### src/rtl/riscv_pkg.sv
// riscv_pkg: shared constants for the pipelined fetch slice.
// No ports; imported by fetch_stage and sync_fifo.
package riscv_pkg;

    localparam int          XLEN             = 32;
    localparam logic [31:0] RESET_PC_DEFAULT = 32'h0000_0000;
    localparam logic [31:0] NOP_INSTR        = 32'h0000_0013;
    localparam int          INSTR_BYTES      = 4;

    function automatic bit is_pow2(input int n);
        return (n >= 2) && ((n & (n - 1)) == 0);
    endfunction

endpackage

### src/rtl/sync_fifo.sv
// sync_fifo: power-of-2 deep FIFO, async reset, sync flush.
// Ports: clk, rst, flush, push/push_data, pop/pop_data, empty, count.
module sync_fifo #(
    parameter int WIDTH = 64,
    parameter int DEPTH = 4
) (
    input  logic                     clk,
    input  logic                     rst,
    input  logic                     flush,
    input  logic                     push,
    input  logic [WIDTH-1:0]         push_data,
    input  logic                     pop,
    output logic [WIDTH-1:0]         pop_data,
    output logic                     empty,
    output logic [$clog2(DEPTH):0]   count
);
    import riscv_pkg::*;

    localparam int AW = $clog2(DEPTH);
    localparam int CW = AW + 1;
    localparam logic [CW-1:0] FULL_C = CW'(DEPTH);

    logic [WIDTH-1:0] r_mem [DEPTH];
    logic [AW-1:0]    r_wr_ptr;
    logic [AW-1:0]    r_rd_ptr;
    logic [CW-1:0]    r_count;
    logic             w_full;
    logic             w_do_push;
    logic             w_do_pop;

    assign w_full    = (r_count == FULL_C);
    assign empty     = (r_count == '0);
    assign count     = r_count;
    assign pop_data  = r_mem[r_rd_ptr];
    assign w_do_pop  = pop && !empty;
    // A pop frees the slot, so push+pop on a full queue is legal.
    assign w_do_push = push && (!w_full || w_do_pop);

    always_ff @(posedge clk or posedge rst) begin
        if (rst) begin
            r_wr_ptr <= '0;
            r_rd_ptr <= '0;
            r_count  <= '0;
        end else if (flush) begin
            r_wr_ptr <= '0;
            r_rd_ptr <= '0;
            r_count  <= '0;
        end else begin
            if (w_do_push) r_wr_ptr <= r_wr_ptr + AW'(1);
            if (w_do_pop)  r_rd_ptr <= r_rd_ptr + AW'(1);
            r_count <= r_count + CW'(w_do_push)
                               - CW'(w_do_pop);
        end
    end

    // Storage needs no reset: empty/count qualify every read.
    always_ff @(posedge clk) begin
        if (w_do_push && !flush) begin
            r_mem[r_wr_ptr] <= push_data;
        end
    end

    a_no_overflow: assert property (
        @(posedge clk) disable iff (rst)
        !(push && w_full && !pop && !flush)
    );

endmodule

### src/rtl/fetch_stage.sv
// fetch_stage: pipelined IF; sequential imem requests, in-order
// responses queued with their PC, redirect flush with stale-drop.
// Ports: clk, reset (async high); imem_req_{valid,ready,addr};
//        imem_rsp_{valid,data}; redirect_{valid,pc};
//        if_{valid,ready,instr,pc,pcplus4} toward decode.
module fetch_stage #(
    parameter int              XLEN       = riscv_pkg::XLEN,
    parameter logic [XLEN-1:0] RESET_PC   =
        XLEN'(riscv_pkg::RESET_PC_DEFAULT),
    parameter int              IBUF_DEPTH = 4
) (
    input  logic            clk,
    input  logic            reset,
    output logic            imem_req_valid,
    input  logic            imem_req_ready,
    output logic [XLEN-1:0] imem_req_addr,
    input  logic            imem_rsp_valid,
    input  logic [31:0]     imem_rsp_data,
    input  logic            redirect_valid,
    input  logic [XLEN-1:0] redirect_pc,
    output logic            if_valid,
    input  logic            if_ready,
    output logic [31:0]     if_instr,
    output logic [XLEN-1:0] if_pc,
    output logic [XLEN-1:0] if_pcplus4
);
    import riscv_pkg::*;

    if (!is_pow2(IBUF_DEPTH)) begin : g_bad_depth
        $error("IBUF_DEPTH must be a power of 2, >= 2");
    end

    localparam int CW = $clog2(IBUF_DEPTH) + 1;
    localparam int EW = 32 + XLEN;
    localparam logic [CW-1:0]   OUT_MAX = '1;
    localparam logic [CW:0]     DEPTH_C = (CW + 1)'(IBUF_DEPTH);
    localparam logic [XLEN-1:0] STEP    = XLEN'(INSTR_BYTES);

    logic [XLEN-1:0] r_fetch_pc;
    logic [XLEN-1:0] r_rsp_pc;
    logic [CW-1:0]   r_outstanding;
    logic [CW-1:0]   r_drop;

    logic [CW-1:0]   w_count;
    logic [CW-1:0]   w_live;
    logic [CW-1:0]   w_out_next;
    logic [CW:0]     w_inflight;
    logic [XLEN-1:0] w_target;
    logic            w_accept;
    logic            w_rsp;
    logic            w_rsp_stale;
    logic            w_push;
    logic            w_pop;
    logic            w_empty;
    logic [EW-1:0]   w_push_data;
    logic [EW-1:0]   w_head;
    logic            w_unused;

    assign w_target   = {redirect_pc[XLEN-1:2], 2'b00};
    assign w_unused   = ^redirect_pc[1:0];
    assign w_live     = r_outstanding - r_drop;
    assign w_inflight = {1'b0, w_count} + {1'b0, w_live};

    // Queued plus live requests never exceed the queue depth,
    // so every live response has a slot. The OUT_MAX term only
    // keeps the counter from wrapping when stale requests pile up
    // behind a very slow imem.
    assign imem_req_valid = !reset
                         && !redirect_valid
                         && (w_inflight < DEPTH_C)
                         && (r_outstanding != OUT_MAX);
    assign imem_req_addr  = r_fetch_pc;

    assign w_accept    = imem_req_valid && imem_req_ready;
    assign w_rsp       = imem_rsp_valid
                      && (r_outstanding != '0);
    assign w_rsp_stale = w_rsp && (r_drop != '0);
    assign w_push      = w_rsp && !w_rsp_stale
                      && !redirect_valid;
    assign w_pop       = if_valid && if_ready
                      && !redirect_valid;
    assign w_out_next  = r_outstanding
                       + CW'(w_accept)
                       - CW'(w_rsp);
    assign w_push_data = {imem_rsp_data, r_rsp_pc};

    always_ff @(posedge clk or posedge reset) begin
        if (reset) begin
            r_fetch_pc    <= RESET_PC;
            r_rsp_pc      <= RESET_PC;
            r_outstanding <= '0;
            r_drop        <= '0;
        end else begin
            r_outstanding <= w_out_next;
            if (redirect_valid) begin
                // Everything still in flight, including a
                // response landing now, belongs to the old path.
                r_fetch_pc <= w_target;
                r_rsp_pc   <= w_target;
                r_drop     <= w_out_next;
            end else begin
                if (w_accept) begin
                    r_fetch_pc <= r_fetch_pc + STEP;
                end
                if (w_push) begin
                    r_rsp_pc <= r_rsp_pc + STEP;
                end
                if (w_rsp_stale) begin
                    r_drop <= r_drop - CW'(1);
                end
            end
        end
    end

    sync_fifo #(
        .WIDTH (EW),
        .DEPTH (IBUF_DEPTH)
    ) u_ibuf (
        .clk       (clk),
        .rst       (reset),
        .flush     (redirect_valid),
        .push      (w_push),
        .push_data (w_push_data),
        .pop       (w_pop),
        .pop_data  (w_head),
        .empty     (w_empty),
        .count     (w_count)
    );

    assign if_valid   = !w_empty;
    assign if_instr   = w_empty ? NOP_INSTR
                                : w_head[EW-1:XLEN];
    assign if_pc      = w_empty ? RESET_PC
                                : w_head[XLEN-1:0];
    assign if_pcplus4 = if_pc + STEP;

endmodule
### config.mk
export PLATFORM = sky130hd
export DESIGN_NAME = fetch_stage
export DESIGN_NICKNAME = d
export VERILOG_FILES = /design/src/rtl/riscv_pkg.sv /design/src/rtl/sync_fifo.sv /design/src/rtl/fetch_stage.sv
export SDC_FILE = /design/constraint.sdc
export NUM_CORES = 1
export LEC_CHECK = 0
export CAP_MARGIN = 20
export CORE_UTILIZATION = 40
export DETAILED_ROUTE_END_ITERATION = 8
export HOLD_SLACK_MARGIN = 0.12
export PLACE_DENSITY = 0.73
export SLEW_MARGIN = 5
export SYNTH_ARGS = -nofsm -noshare
export SYNTH_HDL_FRONTEND = slang
export SYNTH_SLANG_ARGS = --single-unit
### constraint.sdc
create_clock -name clk -period 7.4 [get_ports clk]
set_input_delay 1.85 -clock clk [delete_from_list [all_inputs] [get_ports clk]]
set_output_delay 1.85 -clock clk [all_outputs]
set_load 0.01 [all_outputs]
After elaboration in Yosys (flattened, before gate mapping)
Memories as Yosys holds them, arrays and structs flattened.
Index checks and enable logic that the tools add are counted.
{"block": "word_totals", "reg_bits": 77, "mem_bits_rw": 256, "input_bits": 70, "output_inout_bits": 130, "elab_cells": 65, "n_memories": 1}
{"block": "classes", "add_sub_neg": 12, "n_lt_le_gt_ge": 1, "eq_ne": 2, "n_mux": 15, "n_reduce_logical": 27}
{"memory": "u_ibuf.r_mem", "depth": 4, "width": 64, "read_ports": 1, "rd_ports_with_merged_regs": 0, "write_ports": 1, "line": "sync_fifo.sv:23", "source": "logic [WIDTH-1:0] r_mem [DEPTH];"}
{"operator": "$mux W32", "count": 6}
{"operator": "$add A32 B3 Y32 const B", "count": 3}
{"operator": "$logic_and A1 B1 Y1", "count": 13}
{"operator": "$reduce_bool A2 Y1", "count": 5}
{"operator": "$mux W3", "count": 3}
{"operator": "$mux W2", "count": 4}
{"operator": "$add A3 B1 Y3", "count": 2}
{"operator": "$reduce_bool A3 Y1", "count": 2}
{"operator": "$sub A3 B1 Y3", "count": 2}
{"operator": "$logic_not A1 Y1", "count": 5}
{"operator": "$add A2 B1 Y2 const B", "count": 2}
{"operator": "$add A3 B3 Y4", "count": 1}
{"operator": "$lt A4 B3 Y1 const B", "count": 1}
{"operator": "$eq A3 B3 Y1 const B", "count": 1}
{"operator": "$logic_not A3 Y1", "count": 1}
{"operator": "$ne A3 B3 Y1 const B", "count": 1}
{"operator": "$sub A3 B1 Y3 const B", "count": 1}
{"operator": "$sub A3 B3 Y3", "count": 1}
{"operator": "$mux W1", "count": 2}
{"operator": "$logic_or A1 B1 Y1", "count": 1}

Depth between registers and ports, before layout
{"block": "logic_depth", "depth_word": 10, "ltp_mapped": 22, "ltp_nobuf": 20}

By module
Synthesis repeated with hierarchy kept, for this count alone.
{"block": "hier_totals", "hier_cells": 979, "hier_area_um2": 14714.1}
{"module": "sync_fifo", "instances": 1, "cells_each": 379, "area_each_um2": 9694.3, "seq_area_each_um2": 7862.5}
{"module": "fetch_stage", "instances": 1, "cells_each": 600, "area_each_um2": 5019.8, "seq_area_each_um2": 1651.6}

Worst setup path after synthesis
Ideal clock, no wire load.
{"block": "synth_timing", "path_kind": "input -> register", "from": "input port redirect_valid", "to": "memory u_ibuf.r_mem[0][10], enable pin", "setup_ps": 426, "arrival_time_ps": 4286, "t_required_ps": 6974, "setup_slack_ps": 2688, "cell_stages": 3, "path_buffers": 1, "path_cell_list": "clkbuf_1 > nor4_1 > and2_1"}
{"block": "synth_via", "elab_chain_cells": 8, "elab_cells_between_ends": 9, "cone_classes": "mux: 2; reduce/logical: 7"}
{"item": "start, declared", "line": "fetch_stage.sv:19", "source": "input logic redirect_valid,"}
{"item": "$logic_not A1 Y1 *", "line": "sync_fifo.sv:58, fetch_stage.sv:79, fetch_stage.sv:81"}
{"item": "$logic_and A1 B1 Y1", "line": "fetch_stage.sv:81", "source": "&& !redirect_valid;"}
{"item": "$logic_and A1 B1 Y1", "line": "sync_fifo.sv:35", "source": "assign w_do_pop = pop && !empty;"}
{"item": "$logic_or A1 B1 Y1", "line": "sync_fifo.sv:37", "source": "assign w_do_push = push && (!w_full || w_do_pop);"}
{"item": "$logic_and A1 B1 Y1", "line": "sync_fifo.sv:37"}
{"item": "$logic_and A1 B1 Y1 *", "line": "sync_fifo.sv:58", "source": "if (w_do_push && !flush) begin"}
{"item": "$mux W1 *", "line": "sync_fifo.sv:58"}
{"item": "$mux W1 (not written as such) *", "line": "sync_fifo.sv:59", "source": "r_mem[r_wr_ptr] <= push_data;"}
{"item": "end, declared", "line": "sync_fifo.sv:23"}
Every way passes the cells marked *; elsewhere a longest branch is shown, timed or not.

Final worst setup path
{"block": "layout_timing", "from": "register u_ibuf.r_rd_ptr[0]", "to": "output port if_pcplus4[30]"}
{"block": "layout_via", "elab_chain_cells": 3}
{"item": "start, declared", "line": "sync_fifo.sv:25", "source": "logic [AW-1:0] r_rd_ptr;"}
{"item": "start signal, assigned", "line": "sync_fifo.sv:50", "source": "if (w_do_pop) r_rd_ptr <= r_rd_ptr + AW'(1);"}
{"item": "$mem_v2 Z4 W64"}
{"item": "$mux W32", "line": "fetch_stage.sv:133", "source": "assign if_pc = w_empty ? RESET_PC"}
{"item": "$add A32 B3 Y32", "line": "fetch_stage.sv:135", "source": "assign if_pcplus4 = if_pc + STEP;"}
{"item": "end, declared", "line": "fetch_stage.sv:25", "source": "output logic [XLEN-1:0] if_pcplus4"}
No other way between the ends.

==> out/summary.txt <==
hold_buf cts -> 0
final setup margin -> 1.01 ns
vias in the first global route -> 9091
fin cells -> 1671
Switching Share -> 31.3%
endpoint class of the critical path -> primary output
Starting DRT DRC Count -> 707
first-pass GRT wire length -> 51.3 mm
number of synthesized flops with an enable pin -> 248
GP Congestion -> 0.866
CP Data Arrival Time -> 4.54 ns
Worst VDD drop -> 0.209 mV
largest net degree at the start of global routing -> 74
Max-slew headroom -> 37.1%
warnings from Yosys -> 0
clk slew on worst S/H paths -> 0.06 ns
fin crit share -> 86.3%
Netlist Area Pre-Place -> 0.0143 mm^2
setup bufs post-CTS -> 0
worst slack, placed -> 1.47 ns
RSZ-0062 raised after global routing -> no
Synth Flop Type -> edfxtp_1
Design Area, Final -> 0.0177 mm^2
sequential share of power -> 38.3%
DR pass1 iterations -> 7
grt total ovfl -> 0
Die ar. -> 0.0366 mm^2
Cell variety after synth -> 50
hold crit path type -> register to register
Worst-Margin Slew -> 0.944 ns
register area share after synthesis -> 64.7%
Pint -> 4.09 mW
setup TNS -> 0 ns
outcome -> finished clean
Mapped Cells -> 994
critical path type -> register to primary output
FMAX -> 157 MHz
DP Area -> 0.0167 mm^2
Final Skew -> 0.0185 ns
Final Max Tran Viols -> 0
detailed placement HPWL -> 22.2 mm
clk buf depth -> 3
Crit Path Max Fanout -> 41
Lkg Pwr -> 6.16 nW
CTS Sinks -> 321
Finish-stage setup viols -> 0
number of H-tree levels -> 1
synthesis-to-layout area growth -> 23.8%
DR vias/cell -> 5.39
DR DRC count -> 0
IO Port Bufs -> 191
pwr dens -> 335 mW/mm^2
max cap viols -> 0
Initial Utilization -> 41.1%
TritonCTS Buffers -> 31
Core Rows -> 68
Sw Pwr -> 1.86 mW
number of I/O pins -> 200
DIE WIDTH -> 191 um
Routed WL -> 33.0 mm
Cells after DPL -> 1612
Final Hold Viols -> 0
clock share of power -> 26.7%
Synth async-reset ratio -> 22.7%
share of layout cells above drive strength 1 -> 11.4%
GRT Total Usage -> 18.2%
remaining antenna violation count after routing -> 0
root buf cell -> clkbuf_16
Combinational Power Share -> 35.0%
CTS tree -> yes
initial antenna violation count -> 0
via count -> 9008
# diodes -> 0
cts repair resizes -> 0
crit path launch type -> register
synthesized area per cell -> 14.4 um^2
Yosys reg bits -> 321
WL/cell -> 19.7 um
Nets -> 1280
worst path required time -> 5.55 ns
Die Y -> 191 um
clock insertion delay at the later pin of the skew report -> 0.56 ns
area of the core -> 0.0349 mm^2
min Tclk post-route -> 6.39 ns
metrics by stage:
step / utilization (%) / hold WS [ns] / power, mW
6_report: 50.8 / 0.547 / 5.95
5_1_grt: 50.8 / 0.600 / 6.25
4_1_cts: 50.8 / 0.551 / 6.01
3_5_place_dp: 47.9 / 0.542 / 4.41
3_3_place_gp: 47.9 / 0.526 / 4.38
2_1_floorplan: - / 0.494 / 3.37
registers in the layout, indices dropped and copies added (netlist names):
| signal | cells |
|---|---|
| u_ibuf.r_rd_ptr | 2 |
| u_ibuf.r_mem | 248 |
| u_ibuf.count | 3 |
| r_rsp_pc | 30 |
| r_outstanding | 3 |
| r_drop | 3 |
| imem_req_addr | 30 |
| u_ibuf.r_wr_ptr | 2 |
final timing paths:
kind / start / end / slack (ns) / depth (start not counted)
worst min-delay path: u_ibuf.r_wr_ptr[0] / u_ibuf.r_wr_ptr[0] / 0.55 / 1
min in group asynchronous: reset / r_outstanding[0] / 1.95 / 3
worst max register to register: r_outstanding[0] / r_drop[2] / 2.57 / 20
max in group asynchronous: reset / u_ibuf.r_rd_ptr[0] / 4.77 / 3
worst max-delay path: u_ibuf.r_rd_ptr[0] / if_pcplus4[30] / 1.01 / 7
worst min register to register: u_ibuf.r_wr_ptr[0] / u_ibuf.r_wr_ptr[0] / 0.55 / 1
kinds of logic (layout without fill, tap and decap cells):
logic type | Yosys count | after routing | synth area share (%)
xor+xnor | 67 | 67 | 4.10
fa+ha+maj | 19 | 19 | 1.82
other cells | 1 | 6 | 0.0262
compound gates | 110 | 110 | 4.75
buf+inv | 93 | 310 | 3.03
flops | 321 | 321 | 64.7
simple gates | 313 | 313 | 10.9
mux | 70 | 70 | 10.6
worst max-delay path: stages (launching register included):
cell and delay, ns:
dfrtp_4 0.92, buf_4 0.59, nor4b_1 0.55, o21ba_2 0.24, nand4_1 0.39, nor4_1 0.49, xor2_1 0.18, clkdlybuf4s50_1 0.60
cell usage in the layout, fill, tap and decap left out, drive strengths merged, types with 12 or more instances in the layout:
master         synthesis  final
nor4                  13     13
and2                  51     51
ha                    16     16
xnor2                 29     29
buf                   21     19
nand4                 18     18
nor2                  45     45
clkdlybuf4s50          0    190
a31oi                 12     12
mux4                  62     62
nor3                  14     14
xor2                  38     38
clkbuf                30     41
dfrtp                 73     73
o21ai                 56     56
inv                   42     43
nand2                101    101
edfxtp               248    248
nand3                 37     37
o311ai                16     16
cells in the mapped netlist (all sizes together), types with 4 or more instances:
cell	instances	area share, %
a21oi	8	0.28
a31oi	12	0.52
and2	51	2.2
and3	11	0.48
and4	4	0.24
buf	21	1.1
clkbuf	30	0.79
dfrtp	73	13
edfxtp	248	52
ha	16	1.4
inv	42	1.1
mux2i	6	0.42
mux4	62	10
nand2	101	2.6
nand3	37	1.3
nand4	18	0.83
nor2	45	1.2
nor3	14	0.49
nor4	13	0.57
o211ai	8	0.42
o21ai	56	2.0
o311ai	16	0.98
or2	5	0.22
or4	5	0.26
xnor2	29	1.8
xor2	38	2.3
power by group through the flow:
stage	clock network (mW)	logic (mW)	registers [mW]
after floorplan	0	1.15	2.23
after global placement	0	2.07	2.31
after detailed placement	0	2.10	2.31
after CTS	1.62	2.11	2.28
after global routing	1.68	2.26	2.31
final	1.59	2.08	2.28
area by class of cell:
type                    instances  area [um^2]
multi-input cells             585         4650
flip-flops and latches        321         9280
repair buffers                210         2050
well taps                     455          569
inverters                      42          158
fillers                      2878        17100
clock buffers                  40          830
clock inverters                18          205
layer usage:
layer	vias up	GRT usage [%]	part of all wire, %	wire [um]
met4	0	3.66	1.6	515
met5	-	0	0	0
met1	4481	25.8	44	14500
met2	359	28.8	45	15000
met3	38	3.98	9.2	3020
li1	4130	-	-	-
No activity file was read; power rests on OpenSTA's default activity.
